$ cat src/rtl/ifm_s2mm_axis.sv
// ifm_s2mm_axis: drains the good-frame FIFO onto an AXI4-Stream data master plus a per-frame status master
module ifm_s2mm_axis #(
    parameter int C_LEN_W = 16,
    parameter int C_SEQ_W = 16
) (
    input  logic        s2mm_clk,
    input  logic        rx_reset,
    input  logic [72:0] good_fifo_rdata,
    input  logic        good_fifo_empty,
    output logic        good_fifo_rden,
    output logic [63:0] m_axis_tdata,
    output logic [7:0]  m_axis_tkeep,
    output logic        m_axis_tlast,
    output logic        m_axis_tvalid,
    input  logic        m_axis_tready,
    output logic [31:0] sts_axis_tdata,
    output logic        sts_axis_tvalid,
    input  logic        sts_axis_tready
);
    logic               a_vld_q, a_vld_d, b_vld_q, b_vld_d;
    logic [72:0]        a_q, a_d, b_q, b_d;
    logic [C_LEN_W-1:0] cnt_q, cnt_d, len;
    logic [C_SEQ_W-1:0] seq_q, seq_d;
    logic               pend_q, pend_d, sts_vld_q, sts_vld_d;
    logic [31:0]        sts_q, sts_d;
    logic               xfer, xfer_last, last_block;
    logic [1:0]         occ;
    logic [C_LEN_W:0]   sum;

    assign xfer       = a_vld_q & m_axis_tready;
    assign xfer_last  = xfer & a_q[72];
    assign occ        = 2'(a_vld_q) + 2'(b_vld_q) - 2'(xfer);
    // a last word waits in the FIFO while another last is buffered or status is still pending
    assign last_block = good_fifo_rdata[72] & (pend_q | sts_vld_q);
    assign good_fifo_rden = !rx_reset & !good_fifo_empty & (occ < 2'd2) & !last_block;
    assign sum = {1'b0, cnt_q} + (C_LEN_W+1)'($countones(a_q[71:64]));
    assign len = sum[C_LEN_W] ? '1 : sum[C_LEN_W-1:0];

    assign m_axis_tdata    = a_q[63:0];
    assign m_axis_tkeep    = a_q[71:64];
    assign m_axis_tlast    = a_q[72];
    assign m_axis_tvalid   = a_vld_q;
    assign sts_axis_tdata  = sts_q;
    assign sts_axis_tvalid = sts_vld_q;

    // skid-buffer shift/fill, byte counting and status generation
    always_comb begin
        a_vld_d   = xfer ? b_vld_q : a_vld_q;
        a_d       = xfer ? b_q : a_q;
        b_vld_d   = b_vld_q & !xfer;
        b_d       = b_q;
        if (good_fifo_rden) begin
            if (!a_vld_d) begin
                a_vld_d = 1'b1;
                a_d     = good_fifo_rdata;
            end else begin
                b_vld_d = 1'b1;
                b_d     = good_fifo_rdata;
            end
        end
        pend_d    = (good_fifo_rden & good_fifo_rdata[72]) | (pend_q & !xfer_last);
        cnt_d     = xfer ? (a_q[72] ? '0 : len) : cnt_q;
        seq_d     = xfer_last ? seq_q + C_SEQ_W'(1) : seq_q;
        sts_vld_d = xfer_last | (sts_vld_q & !sts_axis_tready);
        sts_d     = xfer_last ? (32'(len) | (32'(seq_q) << 16)) : sts_q;
    end

    // state registers with asynchronous reset
    always_ff @(posedge s2mm_clk or posedge rx_reset) begin
        if (rx_reset) begin
            a_vld_q   <= 1'b0;
            b_vld_q   <= 1'b0;
            a_q       <= '0;
            b_q       <= '0;
            cnt_q     <= '0;
            seq_q     <= '0;
            pend_q    <= 1'b0;
            sts_vld_q <= 1'b0;
            sts_q     <= '0;
        end else begin
            a_vld_q   <= a_vld_d;
            b_vld_q   <= b_vld_d;
            a_q       <= a_d;
            b_q       <= b_d;
            cnt_q     <= cnt_d;
            seq_q     <= seq_d;
            pend_q    <= pend_d;
            sts_vld_q <= sts_vld_d;
            sts_q     <= sts_d;
        end
    end
endmodule

$ cat config.mk
export PLATFORM = sky130hd
export DESIGN_NAME = ifm_s2mm_axis
export DESIGN_NICKNAME = d
export VERILOG_FILES = /design/src/rtl/ifm_s2mm_axis.sv
export SDC_FILE = /design/constraint.sdc
export NUM_CORES = 1
export LEC_CHECK = 0
export CAP_MARGIN = 20
export CORE_UTILIZATION = 56
export DETAILED_ROUTE_END_ITERATION = 8
export GPL_ROUTABILITY_DRIVEN = 1
export GPL_TIMING_DRIVEN = 0
export PLACE_DENSITY = 0.85
export SETUP_SLACK_MARGIN = 0.1
export SYNTH_ARGS = -nofsm -noshare
export SYNTH_HDL_FRONTEND = slang
export SYNTH_SLANG_ARGS = --single-unit
$ cat constraint.sdc
create_clock -name s2mm_clk -period 12.8 [get_ports s2mm_clk]
set_clock_uncertainty 0.15 [all_clocks]
set_input_delay 1.28 -clock s2mm_clk [delete_from_list [all_inputs] [get_ports s2mm_clk]]
set_output_delay 1.28 -clock s2mm_clk [all_outputs]
set_load 0.05 [all_outputs]
==> summary.txt, run 1 <==
Clock network
  – Hold-fix buffers, CTS: 0
  – Clock latency on the worst-skew pair: 0.51 ns
  – # clock sinks: 214
  – CTS-repair resized insts: 0
  – Worst-path clk slew: 0.05 ns
  – Root Driver: clkbuf_16
  – Postcts setup bufs: 0
  – H-tree levels: 1
  – Longest Clk Path Bufs: 3
  – CTS Buf Count: 23
  – CTS tree: built

Place
  – Final GP Congestion: 0.901
  – Port Buf Inserts: 185
  – Dpl hpwl: 15.9 mm
  – DP Cell Count: 1313

Routing
  – Via count: 7541
  – Post-DR wirelength/cell: 17.6 um
  – Post-route ant nets: 0
  – Drt first pass iters: 5
  – DRC viols: 0
  – DRT iter0 DRCs: 547
  – Final wirelength: 23.8 mm
  – Via density: 5.58

Synth
  – Post-Syn Instances: 911
  – Post-synth EDFFs: 0
  – Post-synthesis sequential area ratio: 57.4%
  – Syn Nets: 1003
  – Post-synthesis cell type count: 47
  – Synth Warn #: 0
  – Cell area after synthesis: 0.00933 mm^2
  – Syn Area/Cell: 10.2 um^2
  – Post-synth ARST share: 100%
  – Top_reg_cell synth: dfrtp_1
  – Post-synthesis sequential element count: 214

Timing
  – Final Cycle Share: 48.1%
  – RSZ-0062 raised after global routing: false
  – Slew Viols, Final: 0
  – Final setup violation count: 0
  – Fin. Hold Viols: 0
  – Worst hold margin: 0.317 ns
  – Tightest Pin Transition: 0.718 ns
  – Setup TNS Final: 0 ns
  – Tmin final: 6.16 ns
  – Fmax: 162 MHz
  – Max_slew headroom: 52.1%

Pwr
  – Pwr/cell area: 275 mW/mm^2
  – Max VDD drop: 0.000202 V
  – P_leak: 5.52 nW

Cells and area
  – Ant. Diodes: 0
  – Final std cells w/o fill: 1352
  – Most frequent cells in the layout: nand2_1, dfrtp_1, clkdlybuf4s50_1, nor2_1, a31oi_1
  – Commonest non-fill, non-tap cell in the layout: nand2_1
  – Fraction of layout instances using a drive strength above 1: 10.8%
  – Nets: 1214
  – Layout area overhead: 30.9%

Die
  – Initial Utilization: 58.1%
  – # rows: 46
  – Top-level port count: 186
  – Core area: 0.0161 mm^2
  – Die width: 131 um
  – Die outline area: 0.0172 mm^2
  – Die Ht: 131 um

Setup path
  – Flop-to-flop setup slack: 8.53 ns
  – Reg2Reg Depth: 12
  – Critical path startpoint category: input port
  – Worst setup path startpoint: m_axis_tready
  – Worst Path Required: 11.37 ns
  – CP max FO: 10
  – Worst r2r src: a_q[64]
  – Crit Path Class: input port to output port
  – CP Capture Type: output port
  – Worst flop-to-flop path endpoint: sts_axis_tdata[13]
  – Worst EP arrival: 4.73 ns

Global routing
  – Global-route wire length before repair: 38.0 mm
  – GRT Total Usage: 28.6%
  – Vias in the first global route: 7618
  – Gr ovfl total: 0
  – Initial antenna violation count: 0
  – Largest net degree at the start of global routing: 122

Run status
  – Status: completed

Worst hold path
  – Worst Hold Path EP: seq_q[15]
  – Hold Path Cell Cnt: 1
  – Hold Crit Start: seq_q[15]
  – Hold crit path type: flip-flop to flip-flop

Run
  – Max-cap viol count: 0
cell usage after synthesis, types with 7 or more instances:
library cell,number,share of area (%)
nand2_1,216,8.7
dfrtp_1,214,57
nor2_1,101,4.1
a31oi_1,79,5.3
mux2_2,73,8.8
clkbuf_1,40,1.6
a21oi_1,22,1.2
inv_1,22,0.89
o21ai_0,16,0.86
xnor2_1,15,1.4
xor2_1,12,1.1
ha_1,9,1.2
buf_2,8,0.43
nor3_1,8,0.43
and3_1,7,0.47
nand3_1,7,0.38
cell type report:
cell class,instances,area (um^2)
multi-input combinational,622,3680
clock buffer,35,651
tap,216,270
timing repair buffer,186,1880
fill,1057,3850
inverter,22,90.1
clock inverter,4,73.8
sequential,214,5360
buffer,53,213
registers in the layout, indices dropped and copies added, names as in the netlist:
register,cells
sts_axis_tdata,32
pend_q,1
b_vld_q,1
cnt_q,16
a_q,73
seq_q,16
m_axis_tvalid,1
sts_axis_tvalid,1
b_q,73
per-stage QoR:
stage | util (%) | total power, W | area (um^2) | setup WS [ns]
6_report | 76.0 | 0.00336 | 12200 | 6.64
5_1_grt | 76.0 | 0.00353 | 12200 | 6.41
4_1_cts | 76.0 | 0.00337 | 12200 | 6.67
3_5_place_dp | 71.5 | 0.00270 | 11500 | 6.67
3_3_place_gp | 71.3 | 0.00266 | 11400 | 2.86
2_1_floorplan | - | 0.00217 | 9330 | 5.52
worst max-delay path, stage by stage:
cell	delay [ns]
clkdlybuf4s50_1	0.54
nand2_1	0.10
inv_1	0.11
clkbuf_1	0.51
clkbuf_1	0.42
ha_1	0.36
nand3b_1	0.18
nor2b_1	0.15
nor2_1	0.22
clkdlybuf4s50_1	0.86
routing by layer:
layer / track usage, % / share of wire, % / up-vias
met5: 0 / 0 / -
met2: 47.8 / 49 / 259
met1: 37.1 / 42 / 3734
met4: 8.25 / 2.5 / 0
met3: 7.22 / 6.8 / 48
li1: - / - / 3500
logic make-up (layout without fill, tap and decap cells):
kind of cell	count (synthesis)	after routing	share of synthesized area (%)
XOR/XNOR	27	27	2.54
adder cells (fa/ha/maj)	14	14	2.28
buffers and inverters	75	300	3.17
AND/OR/NAND/NOR	363	363	16.2
multiplexers	74	74	8.92
flip-flops	214	214	57.4
AO/OA/AOI/OAI	144	144	9.52
power breakdown:
part           internal [W]  switching (W)
Sequential         0.000948       0.000169
Combinational      0.000580        0.00102
Clock              0.000389       0.000262
Total               0.00192        0.00145
how the worst max path moves through the flow:
| stage | slack (ns) | endpoint | depth (start not counted) |
|---|---|---|---|
| final | 6.64 | good_fifo_rden | 10 |
| after global placement | 2.86 | b_q[50] | 2 |
| after detailed placement | 6.67 | good_fifo_rden | 10 |
| after global routing | 6.41 | good_fifo_rden | 10 |
| after floorplan | 5.52 | a_q[0] | 1 |
| after CTS | 6.67 | good_fifo_rden | 10 |
No activity file was read; power rests on OpenSTA's default activity.
==> inputs of run 2 (changes only) <==
--- a/config.mk
+++ b/config.mk
@@ -6,11 +6,11 @@
 export NUM_CORES = 1
 export LEC_CHECK = 0
 export CAP_MARGIN = 20
-export CORE_UTILIZATION = 56
+export CORE_UTILIZATION = 47
 export DETAILED_ROUTE_END_ITERATION = 8
 export GPL_ROUTABILITY_DRIVEN = 1
 export GPL_TIMING_DRIVEN = 0
-export PLACE_DENSITY = 0.85
+export PLACE_DENSITY = 0.76
 export SETUP_SLACK_MARGIN = 0.1
 export SYNTH_ARGS = -nofsm -noshare
 export SYNTH_HDL_FRONTEND = slang
==> constraint.sdc (replaced) <==
create_clock -name s2mm_clk -period 5 [get_ports s2mm_clk]
set_clock_uncertainty 0.15 [all_clocks]
set_input_delay 0.5 -clock s2mm_clk [delete_from_list [all_inputs] [get_ports s2mm_clk]]
set_output_delay 0.5 -clock s2mm_clk [all_outputs]
set_load 0.05 [all_outputs]
==> run 2 against run 1 <==
Net effect:
- final area up 1.5%
- count of clock-buffer cells in the layout up 2
- worst hold slack hardly changed
- via count decreased by 1.3%
- non-clock buffer count rose by 4
- sequential share of layout area is 0.64 points lower
- critical path type unchanged
- highest routed layer unchanged
==> summary.txt, run 2 (synthesis results as in run 1) <==
Place
  – Final GP Congestion: 0.908
  – Placed standard-cell area: 0.0116 mm^2
  – Dpl hpwl: 16.5 mm
  – Port Buf Inserts: 185

Timing
  – Worst hold margin: 0.317 ns
  – Final setup violation count: 0
  – Fmax: 217 MHz
  – Fin. Hold Viols: 0
  – Final Cycle Share: 92.3%
  – Tightest Pin Transition: 0.835 ns
  – Tmin final: 4.61 ns
  – RSZ-0062 raised after global routing: false
  – Max_slew headroom: 44.2%
  – Slew Viols, Final: 0

Setup path
  – CP max FO: 10
  – CP Capture Type: output port
  – Critical path startpoint category: input port
  – Worst Path Required: 4.35 ns
  – Worst EP arrival: 3.96 ns
  – Reg2Reg Depth: 12
  – Crit Path Class: input port to output port
  – Flop-to-flop setup slack: 0.75 ns

Global routing
  – GR Util met1: 32.0%
  – M2 GR Usage: 38.2%
  – GRT Total Usage: 24.1%
  – Gr ovfl total: 0
  – Global-route wire length before repair: 38.9 mm
  – Initial antenna violation count: 0
  – Vias in the first global route: 7759
  – Global route hottest layer: met2
  – Largest net degree at the start of global routing: 41
  – M3 GR Usage: 6.67%

Die
  – Die width: 143 um
  – # rows: 51
  – Core area: 0.0195 mm^2
  – Die Ht: 143 um
  – Initial Utilization: 47.9%
  – Die outline area: 0.0204 mm^2
  – Top-level port count: 186

Worst hold path
  – Hold crit path type: flip-flop to flip-flop
  – Hold Path Cell Cnt: 1

Clock network
  – # clock sinks: 214
  – H-tree levels: 1
  – Worst-path clk slew: 0.06 ns
  – CTS Buf Count: 24
  – CTS-repair resized insts: 0
  – CTS tree: built
  – Clock latency on the worst-skew pair: 0.51 ns
  – Longest Clk Path Bufs: 3
  – Hold-fix buffers, CTS: 0
  – Root Driver: clkbuf_16
  – Postcts setup bufs: 0

Cells and area
  – Commonest non-fill, non-tap cell in the layout: nand2_1
  – Most frequent cells in the layout: nand2_1, dfrtp_1, clkdlybuf4s50_1, nor2_1, a31oi_1
  – Ant. Diodes: 0
  – Layout area overhead: 32.8%
  – Design Area, Final: 0.0124 mm^2
  – FILL cells: 1586
  – Nets: 1219
  – Final Util: 63.7%
  – Fraction of layout instances using a drive strength above 1: 11.3%

Routing
  – Drt first pass iters: 5
  – Post-DR wirelength/cell: 16.8 um
  – Final wirelength: 23.7 mm
  – Via count: 7440
  – Post-route ant nets: 0
  – DRC viols: 0
  – DRT iter0 DRCs: 431
  – Via density: 5.29

Pwr
  – P_leak: 5.57 nW
  – Max VDD drop: 0.000437 V
  – Pwr/cell area: 698 mW/mm^2
  – Total Power: 0.00864 W

Run status
  – Status: completed

Run
  – Max-cap viol count: 0
run 2: through the flow:
stage               instances  setup slack (ns)  TNS [ns]
floorplan                 911             0.922         0
global placement         1361            -0.133    -25.76
detailed placement       1366             0.392         0
CTS                      1406             0.382         0
global route             1406             0.161         0
finish                   1406             0.387         0
run 2: worst paths after layout:
kind	startpoint	to
min reg2reg	seq_q[15]	seq_q[15]
min in group asynchronous	rx_reset	sts_axis_tdata[7]
max in group asynchronous	rx_reset	a_q[25]
min	seq_q[15]	seq_q[15]
max reg2reg	a_q[64]	sts_axis_tdata[5]
max	m_axis_tready	good_fifo_rden
run 2: per-layer routing:
| layer | vias up | part of all wire, % |
|---|---|---|
| met2 | 244 | 46 |
| met5 | - | 0 |
| li1 | 3507 | - |
| met1 | 3641 | 43 |
| met4 | 0 | 2.6 |
| met3 | 48 | 8.4 |
run 2: where the power goes:
| part | internal, W | switching (W) |
|---|---|---|
| Clock | 0.00107 | 0.000671 |
| Combinational | 0.00149 | 0.00256 |
| Sequential | 0.00243 | 0.000422 |
| Total | 0.00499 | 0.00366 |
run 2: layout make-up:
| type | instances | area (um^2) | share of cell area, % |
|---|---|---|---|
| multi-input cells | 622 | 3680 | 29.7 |
| clock buffers | 37 | 711 | 5.74 |
| flip-flops and latches | 214 | 5360 | 43.2 |
| clock inverters | 3 | 65.1 | 0.525 |
| inverters | 22 | 86.3 | 0.697 |
| well taps | 265 | 332 | 2.68 |
| plain buffers | 53 | 213 | 1.72 |
| repair buffers | 190 | 1950 | 15.8 |
run 2: critical path, cell delays in order:
cell and delay (ns):
clkdlybuf4s50_1 0.55, nand2_1 0.09, inv_1 0.10, clkbuf_1 0.53
clkbuf_1 0.43, ha_1 0.36, nand3b_1 0.19, nor2b_1 0.16
nor2_1 0.21, clkdlybuf4s50_1 0.85
